**src/rtl/trojan_resp_analyzer_pkg.sv**
```systemverilog
// Shared types and default constants for the trojan benchmark response analyzer.
// The MISR defaults are the CRC-16-CCITT polynomial and an all-ones seed.
package trojan_tb_pkg;

  typedef enum logic [1:0] {
    IDLE = 2'd0,
    RUN  = 2'd1,
    DONE = 2'd2
  } state_e;

  localparam logic [15:0] DEF_SIG_POLY = 16'h1021;
  localparam logic [15:0] DEF_SIG_SEED = 16'hFFFF;

endpackage

```
**src/rtl/trojan_resp_analyzer_if.sv**
```systemverilog
// Harness-side bus of the response analyzer.
// The harness drives the run controls and per-vector data, and reads back the verdict.
interface trojan_resp_analyzer_if #(
  parameter int N_IN  = 5,
  parameter int N_OUT = 1,
  parameter int SIG_W = 16
);
  logic              start;
  logic              abort;
  logic              vec_valid;
  logic [N_IN-1:0]   vec_idx;
  logic [N_OUT-1:0]  dut_out;
  logic [N_OUT-1:0]  golden_out;
  logic              busy;
  logic              done;
  logic              pass;
  logic [N_IN:0]     mismatch_count;
  logic [N_IN-1:0]   first_fail_idx;
  logic              first_fail_vld;
  logic              seq_err;
  logic [SIG_W-1:0]  signature;

  modport master (
    output start, abort, vec_valid, vec_idx, dut_out, golden_out,
    input  busy, done, pass, mismatch_count, first_fail_idx, first_fail_vld,
           seq_err, signature
  );

  modport slave (
    input  start, abort, vec_valid, vec_idx, dut_out, golden_out,
    output busy, done, pass, mismatch_count, first_fail_idx, first_fail_vld,
           seq_err, signature
  );
endinterface

```
**src/rtl/trojan_resp_analyzer_misr_reg.sv**
```systemverilog
// Multiple-input signature register: Galois-style shift with a polynomial feedback,
// and the response word XORed into the low bits on every enabled cycle.
module misr_reg #(
  parameter int               SIG_W    = 16,
  parameter int               DATA_W   = 1,
  parameter logic [SIG_W-1:0] SIG_POLY = 16'h1021,
  parameter logic [SIG_W-1:0] SIG_SEED = 16'hFFFF
) (
  input  logic              CK,
  input  logic              reset,
  input  logic              clear,
  input  logic              load,
  input  logic              enable,
  input  logic [DATA_W-1:0] data,
  output logic [SIG_W-1:0]  signature
);

  logic [SIG_W-1:0] sig_next;

  assign sig_next = {signature[SIG_W-2:0], 1'b0}
                  ^ (signature[SIG_W-1] ? SIG_POLY : '0)
                  ^ SIG_W'(data);

  // NOTE: state registers use non-blocking assignments so every flop samples pre-edge values.
  always_ff @(posedge CK or negedge reset) begin
    if (!reset) begin
      signature <= '0;
    end else if (clear) begin
      signature <= '0;
    end else if (load) begin
      signature <= SIG_SEED;
    end else if (enable) begin
      signature <= sig_next;
    end
  end

endmodule

```
**src/rtl/trojan_resp_analyzer.sv**
```systemverilog
// Compares DUT against golden responses over one exhaustive run of 2**N_IN vectors,
// tracking mismatches, the first failing vector, vector ordering and a MISR signature.
module trojan_resp_analyzer
  import trojan_tb_pkg::*;
#(
  parameter int               N_IN     = 5,
  parameter int               N_OUT    = 1,
  parameter int               SIG_W    = 16,
  parameter logic [SIG_W-1:0] SIG_POLY = SIG_W'(DEF_SIG_POLY),
  parameter logic [SIG_W-1:0] SIG_SEED = SIG_W'(DEF_SIG_SEED)
) (
  input logic                   CK,
  input logic                   reset,
  trojan_resp_analyzer_if.slave bus
);

  localparam logic [N_IN:0] LAST_CNT = (N_IN + 1)'((2 ** N_IN) - 1);

  state_e          state;
  logic [N_IN:0]   acc_cnt;
  logic [N_IN-1:0] expect_idx;
  logic [N_IN:0]   mismatch_count;
  logic [N_IN-1:0] first_fail_idx;
  logic            first_fail_vld;
  logic            seq_err;
  logic            pass;

  logic            start_run;
  logic            accept;
  logic            miss;
  logic            seq_bad;
  logic            last_vec;
  logic [N_IN:0]   mc_next;

  assign start_run = bus.start && (state != RUN);
  assign accept    = bus.vec_valid && (state == RUN);
  assign miss      = (bus.dut_out != bus.golden_out);
  assign seq_bad   = (bus.vec_idx != expect_idx);
  assign last_vec  = (acc_cnt == LAST_CNT);
  assign mc_next   = mismatch_count + (N_IN + 1)'(miss);

  // Abort outranks start and any vector presented in the same cycle.
  always_ff @(posedge CK or negedge reset) begin
    if (!reset) begin
      state          <= IDLE;
      acc_cnt        <= '0;
      expect_idx     <= '0;
      mismatch_count <= '0;
      first_fail_idx <= '0;
      first_fail_vld <= 1'b0;
      seq_err        <= 1'b0;
      pass           <= 1'b0;
    end else if (bus.abort || start_run) begin
      state          <= bus.abort ? IDLE : RUN;
      acc_cnt        <= '0;
      expect_idx     <= '0;
      mismatch_count <= '0;
      first_fail_idx <= '0;
      first_fail_vld <= 1'b0;
      seq_err        <= 1'b0;
      pass           <= 1'b0;
    end else if (accept) begin
      acc_cnt        <= acc_cnt + (N_IN + 1)'(1);
      expect_idx     <= expect_idx + N_IN'(1);
      mismatch_count <= mc_next;
      if (miss && !first_fail_vld) begin
        first_fail_idx <= bus.vec_idx;
        first_fail_vld <= 1'b1;
      end
      if (seq_bad) begin
        seq_err <= 1'b1;
      end
      // The verdict uses this vector's contribution, which lands on the same edge.
      if (last_vec) begin
        state <= DONE;
        pass  <= (mc_next == '0) && !(seq_err || seq_bad);
      end
    end
  end

  misr_reg #(
    .SIG_W    (SIG_W),
    .DATA_W   (N_OUT),
    .SIG_POLY (SIG_POLY),
    .SIG_SEED (SIG_SEED)
  ) u_misr (
    .CK        (CK),
    .reset     (reset),
    .clear     (bus.abort),
    .load      (start_run),
    .enable    (accept),
    .data      (bus.dut_out),
    .signature (bus.signature)
  );

  assign bus.busy           = (state == RUN);
  assign bus.done           = (state == DONE);
  assign bus.pass           = pass;
  assign bus.mismatch_count = mismatch_count;
  assign bus.first_fail_idx = first_fail_idx;
  assign bus.first_fail_vld = first_fail_vld;
  assign bus.seq_err        = seq_err;

endmodule

```
**src/flat_wrapper.sv**
```systemverilog
// flat-port wrapper written by rule: the top's interface ports become plain ports
module trojan_resp_analyzer_flat import trojan_tb_pkg::*;
#(
  parameter int               N_IN     = 5,
  parameter int               N_OUT    = 1,
  parameter int               SIG_W    = 16,
  parameter logic [SIG_W-1:0] SIG_POLY = SIG_W'(DEF_SIG_POLY),
  parameter logic [SIG_W-1:0] SIG_SEED = SIG_W'(DEF_SIG_SEED)
)
  (CK, reset, bus_start, bus_abort, bus_vec_valid, bus_vec_idx, bus_dut_out, bus_golden_out, bus_busy, bus_done, bus_pass, bus_mismatch_count, bus_first_fail_idx, bus_first_fail_vld, bus_seq_err, bus_signature);
  trojan_resp_analyzer_if #(.N_IN(N_IN), .N_OUT(N_OUT), .SIG_W(SIG_W)) bus_i ();
  input logic CK;
  input logic reset;
  input wire logic [$bits(bus_i.start)-1:0] bus_start;
  input wire logic [$bits(bus_i.abort)-1:0] bus_abort;
  input wire logic [$bits(bus_i.vec_valid)-1:0] bus_vec_valid;
  input wire logic [$bits(bus_i.vec_idx)-1:0] bus_vec_idx;
  input wire logic [$bits(bus_i.dut_out)-1:0] bus_dut_out;
  input wire logic [$bits(bus_i.golden_out)-1:0] bus_golden_out;
  output wire logic [$bits(bus_i.busy)-1:0] bus_busy;
  output wire logic [$bits(bus_i.done)-1:0] bus_done;
  output wire logic [$bits(bus_i.pass)-1:0] bus_pass;
  output wire logic [$bits(bus_i.mismatch_count)-1:0] bus_mismatch_count;
  output wire logic [$bits(bus_i.first_fail_idx)-1:0] bus_first_fail_idx;
  output wire logic [$bits(bus_i.first_fail_vld)-1:0] bus_first_fail_vld;
  output wire logic [$bits(bus_i.seq_err)-1:0] bus_seq_err;
  output wire logic [$bits(bus_i.signature)-1:0] bus_signature;
  assign bus_i.start = bus_start;
  assign bus_i.abort = bus_abort;
  assign bus_i.vec_valid = bus_vec_valid;
  assign bus_i.vec_idx = bus_vec_idx;
  assign bus_i.dut_out = bus_dut_out;
  assign bus_i.golden_out = bus_golden_out;
  assign bus_busy = bus_i.busy;
  assign bus_done = bus_i.done;
  assign bus_pass = bus_i.pass;
  assign bus_mismatch_count = bus_i.mismatch_count;
  assign bus_first_fail_idx = bus_i.first_fail_idx;
  assign bus_first_fail_vld = bus_i.first_fail_vld;
  assign bus_seq_err = bus_i.seq_err;
  assign bus_signature = bus_i.signature;
  trojan_resp_analyzer #(.N_IN(N_IN), .N_OUT(N_OUT), .SIG_W(SIG_W), .SIG_POLY(SIG_POLY), .SIG_SEED(SIG_SEED)) u_core (.CK(CK), .reset(reset), .bus(bus_i));
endmodule
```
**config.mk**
```make
export PLATFORM = sky130hd
export DESIGN_NAME = trojan_resp_analyzer_flat
export DESIGN_NICKNAME = d
export VERILOG_FILES = /design/src/rtl/trojan_resp_analyzer_pkg.sv /design/src/rtl/trojan_resp_analyzer_if.sv /design/src/rtl/trojan_resp_analyzer_misr_reg.sv /design/src/rtl/trojan_resp_analyzer.sv /design/src/flat_wrapper.sv
export SDC_FILE = /design/constraint.sdc
export NUM_CORES = 1
export LEC_CHECK = 0
export CAP_MARGIN = 20
export CORE_UTILIZATION = 47
export CTS_BUF_LIST = sky130_fd_sc_hd__clkbuf_4 sky130_fd_sc_hd__clkbuf_8
export DETAILED_ROUTE_END_ITERATION = 7
export PLACE_DENSITY = 0.77
export SLEW_MARGIN = 20
export SYNTH_ARGS = -nofsm -noshare
export SYNTH_HDL_FRONTEND = slang
export SYNTH_SLANG_ARGS = --single-unit
```
**constraint.sdc**
```tcl
create_clock -name CK -period 1.6 [get_ports CK]
set_clock_uncertainty 0.2 [all_clocks]
set_input_delay 0.4 -clock CK [delete_from_list [all_inputs] [get_ports CK]]
set_output_delay 0.4 -clock CK [all_outputs]
set_load 0.01 [all_outputs]
```
==> metrics.txt <==
drt total wl=6150 um; Final Cell Area=3313 um2; GRT overflow=0; Vias/cell=between 5 and 6; Ports=44; Antenna Nets Post-Route=0; row cnt=23; Seq/Total Area, Yosys=0.5365; CTS tree=yes; DP HPWL=approximately 3400 um; setup TNS=-1.858 ns; worst hold slack=0.3271 ns; Post-DP Area=2731 um2; largest cells by area after synthesis=dfrtp_1 54%, xor2_1 7.9%, a221o_1 7.5%; run status=finished, violations left; final period demand of the worst path=roughly 1.7 ns; CP required=~1.6 ns; Global Route Usage Sum=0.2691; VDD IR max=between 0.0005 and 0.0006 V; clock sink total=43; H-Tree Depth=2; Root Buffer Master=clkbuf_8; Max-Cap Viols=0; Clock Pin Slew Worst Setup and Hold Paths=approximately 0.090 ns; largest net degree at the start of global routing=44; first-pass GRT wire length=~9000 um; DIE HEIGHT=67.33 um; ANT cells=0; Yosys reg bits=43; Die X=approximately 67 um; Placer Congestion=about 0.85; hold path startpoint=u_core.bus.first_fail_idx[4]; CP Data Arrival Time=1.75 ns; reg-to-reg startpoint=u_core.state[0]; Worst Setup SP=u_core.state[0]; starting DRC count in detailed routing=177; Setup crit end kind=register; Buffers on Ports=43; Max Fclk=0.5772 GHz; static leakage=between 1.5 and 2 nW; Vias=around 1900; Starting Density=0.4943; worst slack, placed=-0.8653 ns; post-synth top area cell=dfrtp_1; crit-path max FO=7; Die Area=roughly 4500 um2; post-synth top area share=0.5365; synthesized area=between 2000 and 2500 um2; initial antenna violation count=0; clock buffer depth=2; Critical Setup Path Class=reg2reg; fin crit share=1.083; # setup viols final=30; post-synthesis cell type count=39; filler instances=about 210; drt pass-1 iters=4; wire per inst=18.64 um; Mapped Nets=190; final net count=roughly 300; CORE AREA=just over 4000 um2; slew margin rel.=0.7626; crit path launch type=register; # DRC=0; Final Worst Setup Slack=-0.1325 ns; worst slew pin tran=between 0.3 and 0.4 ns; RSZ-0062 raised after global routing=yes; fraction of layout instances using a drive strength above 1=0.4071; PwrDens=around 810 nW/um2; Syn Area/Cell=between 10 and 15 um2; worst hold path class=reg2reg; Post-Synthesis Cells=about 170; number of hold violations in the final report=0; yosys warns=0; Num CTS Buffers=5; Pins Over Slew Limit=0; vias in the first global route=1845; failing checks=setup timing; total power=approximately 2.7 mW; Clock Latency Late Sink=about 0.30 ns; Synth-to-Final Area Change=65.19%
## worst max-delay path: stages, from the launching register on
cell     delay, ns
dfrtp_1       0.44
buf_6         0.15
and3b_2       0.25
buf_6         0.15
nand4_1       0.12
xor2_1        0.17
nor2_1        0.15
## logic make-up after synthesis
| logic type | Yosys count | synth area share |
|---|---|---|
| simple gates | 59 | 0.1560 |
| flops | 43 | 0.5365 |
| compound gates | 37 | 0.1560 |
| xor+xnor | 22 | 0.09607 |
| buf+inv | 9 | 0.03056 |
| fa+ha+maj | 4 | 0.02495 |
## synth_stat cells
master / n
dfrtp_1: 43
nor3_1: 2
nand4b_1: 1
nand2b_1: 1
nand2_1: 16
nor2b_1: 1
nor2_1: 17
buf_2: 4
o21a_1: 1
or3_1: 1
nor4_1: 1
and3_1: 1
nand3b_1: 1
a22o_1: 6
a21oi_1: 7
o32ai_1: 1
buf_4: 2
nand4_1: 5
a21o_1: 1
nor3b_2: 1
a211oi_1: 1
a21boi_0: 1
inv_1: 1
nand3_1: 4
and2_1: 1
ha_1: 4
nor3_2: 1
and3b_1: 1
xor2_1: 18
o21ai_0: 1
nand3b_2: 1
a221o_1: 15
buf_6: 2
nand2b_2: 1
xnor2_1: 4
a21o_2: 1
o22ai_1: 1
o41ai_2: 1
nor2_4: 2
## state kept, by name (all words and copies together) (netlist names)
signal and flops:
u_core.bus.pass 1, u_core.acc_cnt 6, u_core.bus.mismatch_count 6, u_core.bus.seq_err 1, u_core.u_misr.signature 16, u_core.bus.first_fail_vld 1
u_core.bus.first_fail_idx 5, u_core.state 2, u_core.expect_idx 5
## routing by layer
layer / global-route usage / vias up / routed length (um)
li1: - / 838 / -
met1: 0.3062 / 946 / 2373
met2: 0.4575 / 78 / 3262
met3: 0.06926 / 21 / 265
met4: 0.1489 / 0 / 249
met5: 0 / - / 0
## final cells by class
cell class	instances	area [um2]	area share
clock inverters	2	35.03	0.01057
flip-flops and latches	43	1077	0.3251
multi-input cells	122	1091	0.3293
repair buffers	106	960.9	0.2900
inverters	1	3.754	0.001133
clock buffers	6	82.58	0.02492
well taps	50	62.56	0.01888
## power breakdown
group / switching [mW] / internal, mW
Combinational: 0.285 / 0.331
Clock: 0.386 / 0.505
Sequential: 0.0426 / 1.14
## stage by stage
stage | std cells | util
after global routing | 330 | 0.8165
after floorplan | 174 | -
final | 330 | 0.8165
after global placement | 292 | 0.6731
after detailed placement | 292 | 0.6731
after CTS | 316 | 0.7533
## cells in the final DEF, fill, tap and decap left out, drive strengths merged, types with 2 or more instances in the layout
master	instances
buf	69
dfrtp	43
clkdlybuf4s15	23
nor2	19
xor2	18
nand2	16
a221o	15
dlygate4sd2	8
a21oi	7
a22o	6
clkbuf	6
nand4	5
clkdlybuf4s50	5
nand3	4
xnor2	4
ha	4
nor3	3
nand2b	2
a21o	2
nand3b	2
## worst paths after layout
path	to	slack [ns]	cells after the start
max	u_core.expect_idx[3]	-0.13	6
min	u_core.bus.first_fail_idx[4]	0.33	1
max reg2reg	u_core.expect_idx[3]	-0.13	6
min reg2reg	u_core.bus.first_fail_idx[4]	0.33	1
max in group asynchronous	u_core.bus.mismatch_count[1]	0.57	3
min in group asynchronous	u_core.u_misr.signature[1]	0.38	3
## what timing repair did
action | CTS | global route
setup buffers | 16 | 16
cloned | 0 | 0
endpoints found under the hold margin | 43 | 0
gates resized for setup | 88 | 46
hold buffers | 1 | 0
pin swaps | 24 | 18
setup endpoints to repair | 71 | 62
Note: power is estimated with default switching activity, not from simulation.
